<file path="src/rtl/packet_deserializer.sv">
// packet_deserializer
// Collects a stream of IN_W-bit words (valid/ready/last) into one OUT_W-bit
// record, MSB-first, and presents it on a valid/ready output register.
// Packets with the wrong word count are dropped and counted; a completed
// packet arriving while the output is still held either stalls the input
// (DROP_ON_FULL=0) or is dropped (DROP_ON_FULL=1).
module packet_deserializer #(
  parameter int IN_W         = 32,
  parameter int OUT_W        = 296,
  parameter int DROP_ON_FULL = 0,
  parameter int CNT_W        = 16
) (
  input  logic              clk,
  input  logic              reset,
  input  logic [IN_W-1:0]   dataIn,
  input  logic              dataInVal,
  output logic              dataInReady,
  input  logic              dataInLast,
  output logic [0:OUT_W-1]  dataOut,
  output logic              dataOutVal,
  input  logic              dataOutReady,
  output logic              packetLost,
  output logic [CNT_W-1:0]  lostCount
);

  localparam int WORDS    = (OUT_W + IN_W - 1) / IN_W;
  localparam int LAST_W   = OUT_W - (WORDS - 1) * IN_W;  // bits used from the final word
  localparam int ACC_W    = (WORDS - 1) * IN_W;          // bits held before the final word
  localparam int CNT_BITS = (WORDS > 1) ? $clog2(WORDS) : 1;
  localparam logic [CNT_BITS-1:0] LAST_IDX = CNT_BITS'(WORDS - 1);

  typedef enum logic {
    ST_ACCUM,
    ST_DISCARD
  } state_t;

  state_t              r_state;
  state_t              w_state_next;
  logic [CNT_BITS-1:0] r_cnt;
  logic [CNT_BITS-1:0] w_cnt_next;
  logic [0:ACC_W-1]    r_acc;
  logic [0:OUT_W-1]    r_data_out;
  logic                r_out_val;
  logic                r_lost;
  logic [CNT_W-1:0]    r_lost_cnt;

  logic                w_full;
  logic                w_at_last;
  logic                w_in_ready;
  logic                w_beat;
  logic                w_complete;
  logic                w_drop;
  logic [0:OUT_W-1]    w_record;

  // Input handshake: only the final word of a packet can be stalled by a held record.
  always_comb begin
    w_full    = r_out_val && !dataOutReady;
    w_at_last = (r_state == ST_ACCUM) && (r_cnt == LAST_IDX);
    if (reset) begin
      w_in_ready = 1'b0;
    end else if (DROP_ON_FULL != 0) begin
      w_in_ready = 1'b1;
    end else begin
      w_in_ready = !(w_at_last && w_full);
    end
    w_beat = dataInVal && w_in_ready;
  end

  assign dataInReady = w_in_ready;

  // Record is the buffered words followed by the top LAST_W bits of the final word.
  assign w_record = {r_acc, dataIn[IN_W-1 -: LAST_W]};

  // Next-state, word counter and per-beat completion/drop decisions.
  always_comb begin
    // NOTE: every signal gets a default before any branch, so no path leaves
    // one unassigned and no latch is inferred.
    w_state_next = r_state;
    w_cnt_next   = r_cnt;
    w_complete   = 1'b0;
    w_drop       = 1'b0;
    if (w_beat) begin
      case (r_state)
        ST_ACCUM: begin
          if (dataInLast) begin
            w_cnt_next = '0;
            if (r_cnt == LAST_IDX) begin
              // Only reachable while full when the input never stalls.
              if (w_full) w_drop = 1'b1;
              else        w_complete = 1'b1;
            end else begin
              w_drop = 1'b1;  // short packet
            end
          end else if (r_cnt == LAST_IDX) begin
            w_state_next = ST_DISCARD;  // long packet: swallow until last
            w_cnt_next   = '0;
          end else begin
            w_cnt_next = r_cnt + 1'b1;
          end
        end
        ST_DISCARD: begin
          if (dataInLast) begin
            w_state_next = ST_ACCUM;
            w_drop       = 1'b1;
          end
        end
      endcase
    end
  end

  // State and word counter registers.
  always_ff @(posedge clk) begin
    // NOTE: clocked state uses non-blocking assignments so every register
    // samples pre-edge values regardless of block ordering.
    if (reset) begin
      r_state <= ST_ACCUM;
      r_cnt   <= '0;
    end else begin
      r_state <= w_state_next;
      r_cnt   <= w_cnt_next;
    end
  end

  // Word buffer: each accepted word lands at its slot, first bit at the lowest index.
  always_ff @(posedge clk) begin
    // NOTE: pure datapath storage is not reset; a stale slot is always
    // overwritten before a record can be built from it.
    if (w_beat && (r_state == ST_ACCUM)) begin
      for (int k = 0; k < WORDS - 1; k++) begin
        if (r_cnt == CNT_BITS'(k)) r_acc[k*IN_W +: IN_W] <= dataIn;
      end
    end
  end

  // Output register: a load wins over a pop in the same cycle.
  always_ff @(posedge clk) begin
    if (reset) begin
      r_out_val  <= 1'b0;
      r_data_out <= '0;
    end else if (w_complete) begin
      r_out_val  <= 1'b1;
      r_data_out <= w_record;
    end else if (dataOutReady) begin
      r_out_val  <= 1'b0;
    end
  end

  // Drop pulse and saturating drop counter, both updated on the deciding edge.
  always_ff @(posedge clk) begin
    if (reset) begin
      r_lost     <= 1'b0;
      r_lost_cnt <= '0;
    end else begin
      r_lost <= w_drop;
      if (w_drop && (r_lost_cnt != '1)) r_lost_cnt <= r_lost_cnt + 1'b1;
    end
  end

  assign dataOut    = r_data_out;
  assign dataOutVal = r_out_val;
  assign packetLost = r_lost;
  assign lostCount  = r_lost_cnt;

endmodule

</file>
<file path="config.mk">
export PLATFORM = sky130hd
export DESIGN_NAME = packet_deserializer
export DESIGN_NICKNAME = d
export VERILOG_FILES = /design/src/rtl/packet_deserializer.sv
export SDC_FILE = /design/constraint.sdc
export NUM_CORES = 1
export LEC_CHECK = 0
export CORE_MARGIN = 2
export CORE_UTILIZATION = 52
export CTS_BUF_LIST = sky130_fd_sc_hd__clkbuf_2 sky130_fd_sc_hd__clkbuf_4 sky130_fd_sc_hd__clkbuf_8
export DETAILED_ROUTE_END_ITERATION = 12
export GPL_ROUTABILITY_DRIVEN = 0
export PLACE_DENSITY = 0.77
export SLEW_MARGIN = 40
export SYNTH_ARGS = -nofsm -noshare
export SYNTH_HDL_FRONTEND = slang
export SYNTH_SLANG_ARGS = --single-unit
</file>
<file path="constraint.sdc">
create_clock -name clk -period 11 [get_ports clk]
set_input_delay 2.2 -clock clk [delete_from_list [all_inputs] [get_ports clk]]
set_output_delay 2.2 -clock clk [all_outputs]
set_load 0.01 [all_outputs]
</file>
# Word-level counts from Yosys, hierarchy flattened

Index checks and enable logic that the tools add are counted.

Output and inout bits: 315
Word-level logic and storage cells: 68
Input port bits: 37
Bits in registers: 607

Reduce and logical (&&, ||, !) cells: 20
Bitwise operators: 1
Equal/unequal tests: 10
Multiplexer cells: 20
$add $sub $neg: 2

Operators with widths:

| operator                                            | count |
|---|---|
| AND reduction 2 bit                                 | 10 |
| adder 16 x 1 -> 16 bit, second input constant       | 1 |
| equality test 4 x 3 -> 1 bit, second input constant | 4 |
| 2-to-1 mux 1 bit                                    | 16 |
| inequality test 16 bit, second input constant       | 1 |
| equality test 4 x 2 -> 1 bit, second input constant | 2 |
| equality test 4 bit, second input constant          | 2 |
| 2-to-1 mux 4 bit                                    | 2 |
| logical AND 1 bit                                   | 6 |
| adder 4 x 1 -> 4 bit, second input constant         | 1 |
| equality test 4 x 1 -> 1 bit, second input constant | 1 |
| logical NOT 4 bit                                   | 1 |
| one-hot mux 1 bit (2 select lines)                  | 2 |
| logical NOT 1 bit                                   | 2 |
| nonzero test 2 bit                                  | 1 |
| NOT 1 bit                                           | 1 |

# Logic depth before layout (Yosys ltp)

Depth after elaboration: 8
Mapped depth: 9
Depth with buffers taken out: 6

# Least setup slack after synthesis

OpenSTA, ideal clock, no wires.

Path type: in2reg
From: input reset
To: register r_acc[0] in the netlist's numbering, enable pin
Data required time: 10.539 ns
Setup slack: 5.040 ns
Buffers on the path: 2
Arrival: 5.499 ns
Stages: 5
Library setup time: 0.461 ns
Path through: clkbuf_1 > or3b_2 > clkbuf_1 > or3_1 > nor3_1

Cells in the longest elaborated chain, start to end: 4

RTL lines:

| what                                 | line | RTL |
|---|---|---|
| start: declaration                   | 14   | `input logic reset,` |
| 2-to-1 mux 1 bit                     | 59   | `if (reset) begin` |
| logical AND 1 bit                    | 66   | `w_beat = dataInVal && w_in_ready;` |
| logical AND 1 bit                    | 128  | `if (w_beat && (r_state == ST_ACCUM)) begin` |
| AND reduction 2 bit (no source line) | n/a  |  |
| end signal: indexed assignment       | 130  | `if (r_cnt == CNT_BITS'(k)) r_acc[k*IN_W +: IN_W] <= dataIn;` |
| end: declaration                     | 41   | `logic [0:ACC_W-1] r_acc;` |

No other way between the ends.
A chain may end at the register's enable or synchronous reset.

# Worst setup path after layout

From: input dataOutReady
To: output dataInReady

Cells in the longest elaborated chain, start to end: 5

RTL lines:

| what               | line | RTL |
|---|---|---|
| start: declaration | 21   | `input logic dataOutReady,` |
| logical NOT 1 bit  | 57   | `w_full = r_out_val && !dataOutReady;` |
| logical AND 1 bit  | 57   |  |
| logical AND 1 bit  | 64   | `w_in_ready = !(w_at_last && w_full);` |
| logical NOT 1 bit  | 64   |  |
| 2-to-1 mux 1 bit   | 59   |  |
| end: declaration   | 17   | `output logic dataInReady,` |

No other way between the ends.

==> summary.txt <==
Run status
  • Status: finished clean

Min path
  • Hold Path Sink: dataOut[193]
  • Worst Hold Class: flop to flop
  • Hold Crit Start: dataOut[193]
  • Worst Hold Depth: 2

Cells and area
  • Final core utilization: 0.690
  • Area Overhead vs Synth: 30.2%
  • Post-route cell area: 26000 um2
  • Non-Filler Instances: 2672
  • Antenna diodes: 0
  • NumNets Final: 2123
  • Fraction of layout cells with a size suffix above 1: 0.0930

Routing
  • DR top layer: met4
  • Via density: 5.23
  • Drt first pass iters: 5
  • Routed WL per cell: 19.3 um
  • Residual DRC: 0
  • Vias post-DR: 13963
  • Metal-1 WL: 20700 um
  • Metal3 WL: 4660 um
  • Met2 wire length: 24600 um
  • Total Routed Length: 51500 um
  • DR iter-0 viols: 1171
  • DRT antenna net count: 0

Timing
  • Setup TNS: 0 ps
  • Slew headroom: 0.439
  • Clock Skews: 27.1 ps
  • Slew at the pin closest to its max-slew limit: 839 ps
  • Setup-failing EPs final: 0
  • Max frequency: 0.170 GHz
  • Period utilisation layout: 0.536
  • RSZ-0062 raised after global routing: false
  • Final hold violations: 0
  • Slew Viols, Final: 0
  • Final critical-path required period: 5890 ps

Floorplanning
  • CORE AREA: 37800 um2
  • DIE WIDTH: 200 um
  • Io pins: 352
  • Initial Util: 0.530
  • Full die area: 40000 um2
  • Row count: 71
  • Vert. Die Dim: 200 um

Synthesis
  • Syn_area_per_cell: 11.6 um2
  • Synth warn: 0
  • Synthesis-stage register bit count: 607
  • Sequential area share after synthesis: 0.752
  • Distinct cells, synth: 38
  • Gate count of the mapped netlist: 1722
  • Synthesized netlist net count: 1760
  • Mapped cell area: 20000 um2

Clock network
  • CTS tree: built
  • Hold buffers post-CTS: 0
  • Post-CTS Setup Inserts: 0
  • Clk buf depth: 3
  • Worst-Skew Late Latency: 640 ps
  • TritonCTS Sinks: 607
  • Post-CTS Resized: 0
  • # H-tree levels: 3
  • CTS Root Cell: clkbuf_8
  • Cts bufs inserted: 92
  • Clock transition at path regs: 60 ps

Setup path
  • Critical Path RT: 8800 ps
  • Worst R2R Start: r_cnt[0]
  • Reg2reg setup slack: 7880 ps
  • CP endpoint kind: output port
  • CP delay by family, top: buffers and inverters
  • Crit Path Category: input pin to output port
  • Crit path top cell by count: clkdlybuf4s50_1
  • WP buf/inv: 2
  • CP max-delay cell: clkdlybuf4s50_1
  • Cell count of the worst reg-to-reg path: 7
  • R2r endpoint: dataOut[243]
  • CP startpoint kind: input pin
  • CP arrival: 3690 ps
  • CP max FO: 6
  • Worst-path cell chain: clkdlybuf4s50_1, nand2b_1, nor3_1, nor2_1, clkdlybuf4s50_1
  • Crit-path max cell delay: 560 ps

Placed design
  • Placed Cells: 2502
  • HPWL Detailed: 32300 um
  • Placed inst area: 24100 um2
  • Port Buffers: 351

Power and ir drop
  • Power Density: 167 nW/um2
  • Internal power: 3.45 mW
  • Total power: 4.34 mW
  • Reg power frac: 0.547
  • Worst VDD drop: 0.115 mV
  • NetSw: 0.893 mW
  • Clock power frac: 0.436
  • LEAKAGE: 8.36 nW
  • Gate power share: 0.017
  • Sw Share: 0.206

Global route
  • Congestion Overflow GR: 0
  • Vias in the first global route: 13570
  • First-pass GRT wire length: 77600 um
  • Largest net degree at the start of global routing: 114
  • Total global-route track usage: 0.253
  • Initial antenna violation count: 5

Job
  • Max-cap violations: 0
-- layout by cell type, fill, tap and decap left out, types with 4 or more instances in the layout --
cell and n:
clkinv_2 8, buf_12 4, edfxtp_1 288, nor2_1 21
clkbuf_8 108, nand2_1 605, nor3_1 9, clkbuf_4 39
clkdlybuf4s50_1 350, buf_16 6, buf_8 5, buf_6 4
buf_4 5, nand3_1 5, xnor2_1 14, nor2_4 5
dfxtp_1 319, a21oi_1 301, inv_1 5, nor4_1 4
clkinvlp_4 4, clkinv_1 10
-- cell type report --
| type | instances | area [um2] |
|---|---|---|
| Fill cell | 2663 | 11700 |
| Inverter | 5 | 18.8 |
| Tap cell | 511 | 639 |
| Sequential cell | 607 | 15000 |
| Multi-Input combinational cell | 1003 | 4480 |
| Timing Repair Buffer | 376 | 3930 |
| Clock buffer | 145 | 1750 |
| Clock inverter | 25 | 179 |
-- routing by layer --
layer / vias to the layer above / track usage
met4: 0 / 0.0975
met3: 87 / 0.0618
li1: 6562 / -
met1: 6710 / 0.328
met5: - / 0
met2: 604 / 0.412
-- flip-flops by register name (all words and copies together), names as in the netlist --
signal / cells
dataOut: 296
dataOutVal: 1
lostCount: 16
packetLost: 1
r_acc: 288
r_cnt: 4
r_state: 1
-- worst min-delay path: stages, from the launching register on --
cell and delay, ps:
dfxtp_1 310, nand2_1 50, a21oi_1 50
-- cells in the mapped netlist --
library cell,number,share of area
ha_1,1,0.00063
and4_1,2,0.00088
and4b_1,1,0.00050
edfxtp_1,288,0.43
o21ai_2,1,0.00044
nand3_1,6,0.0015
nand2_1,605,0.11
a21o_1,1,0.00038
or3b_2,1,0.00044
nor4_1,4,0.0013
nand4bb_1,1,0.00056
and3_1,2,0.00063
xnor2_1,14,0.0061
a211oi_1,1,0.00038
and3b_2,1,0.00050
nor2_1,26,0.0049
nor3b_1,2,0.00075
buf_2,34,0.0085
clkbuf_1,46,0.0086
o21bai_1,1,0.00038
inv_1,5,0.00094
or3_1,3,0.00094
o21ai_0,2,0.00050
o2111ai_4,1,0.0013
nor3_1,12,0.0030
dfxtp_1,319,0.32
a2bb2oi_1,1,0.00044
nor4b_1,2,0.00088
a21oi_1,301,0.075
nor2b_1,1,0.00031
nand2b_1,3,0.00094
o311ai_1,1,0.00044
a31o_2,1,0.00044
nand4_1,2,0.00063
a31oi_1,1,0.00031
o211ai_1,1,0.00038
o41ai_1,1,0.00044
buf_4,27,0.010
-- power groups by stage --
stage	logic, mW	registers [mW]	clock network [mW]
final	0.0755	2.38	1.89
after global routing	0.0794	2.37	2.02
after CTS	0.0757	2.38	1.92
after detailed placement	0.0756	2.42	0
after global placement	0.0732	2.42	0
after floorplan	0.0223	2.42	0
-- worst max-delay path by stage --
stage	startpoint	cells past startpoint	endpoint	slack [ps]
2_1_floorplan	reset	5	r_acc[0]	5040
3_3_place_gp	dataOutReady	5	dataInReady	5100
3_5_place_dp	dataOutReady	5	dataInReady	5130
4_1_cts	dataOutReady	5	dataInReady	5100
5_1_grt	dataOutReady	5	dataInReady	5010
6_report	dataOutReady	5	dataInReady	5110
-- stage by stage --
stage / hold slack [ps] / setup WS (ps)
after global routing: 470 / 5010
final: 451 / 5110
after CTS: 453 / 5100
after floorplan: 471 / 5040
after detailed placement: 445 / 5130
after global placement: 442 / 5100
-- kinds of logic after synthesis --
family                   Yosys count  synth area share
buffers and inverters            112            0.0282
AO/OA/AOI/OAI                    314            0.0811
flip-flops                       607             0.752
adder cells (fa/ha/maj)            1          0.000626
AND/OR/NAND/NOR                  674             0.132
XOR/XNOR                          14           0.00613
Note: power is estimated with default switching activity, not from simulation.
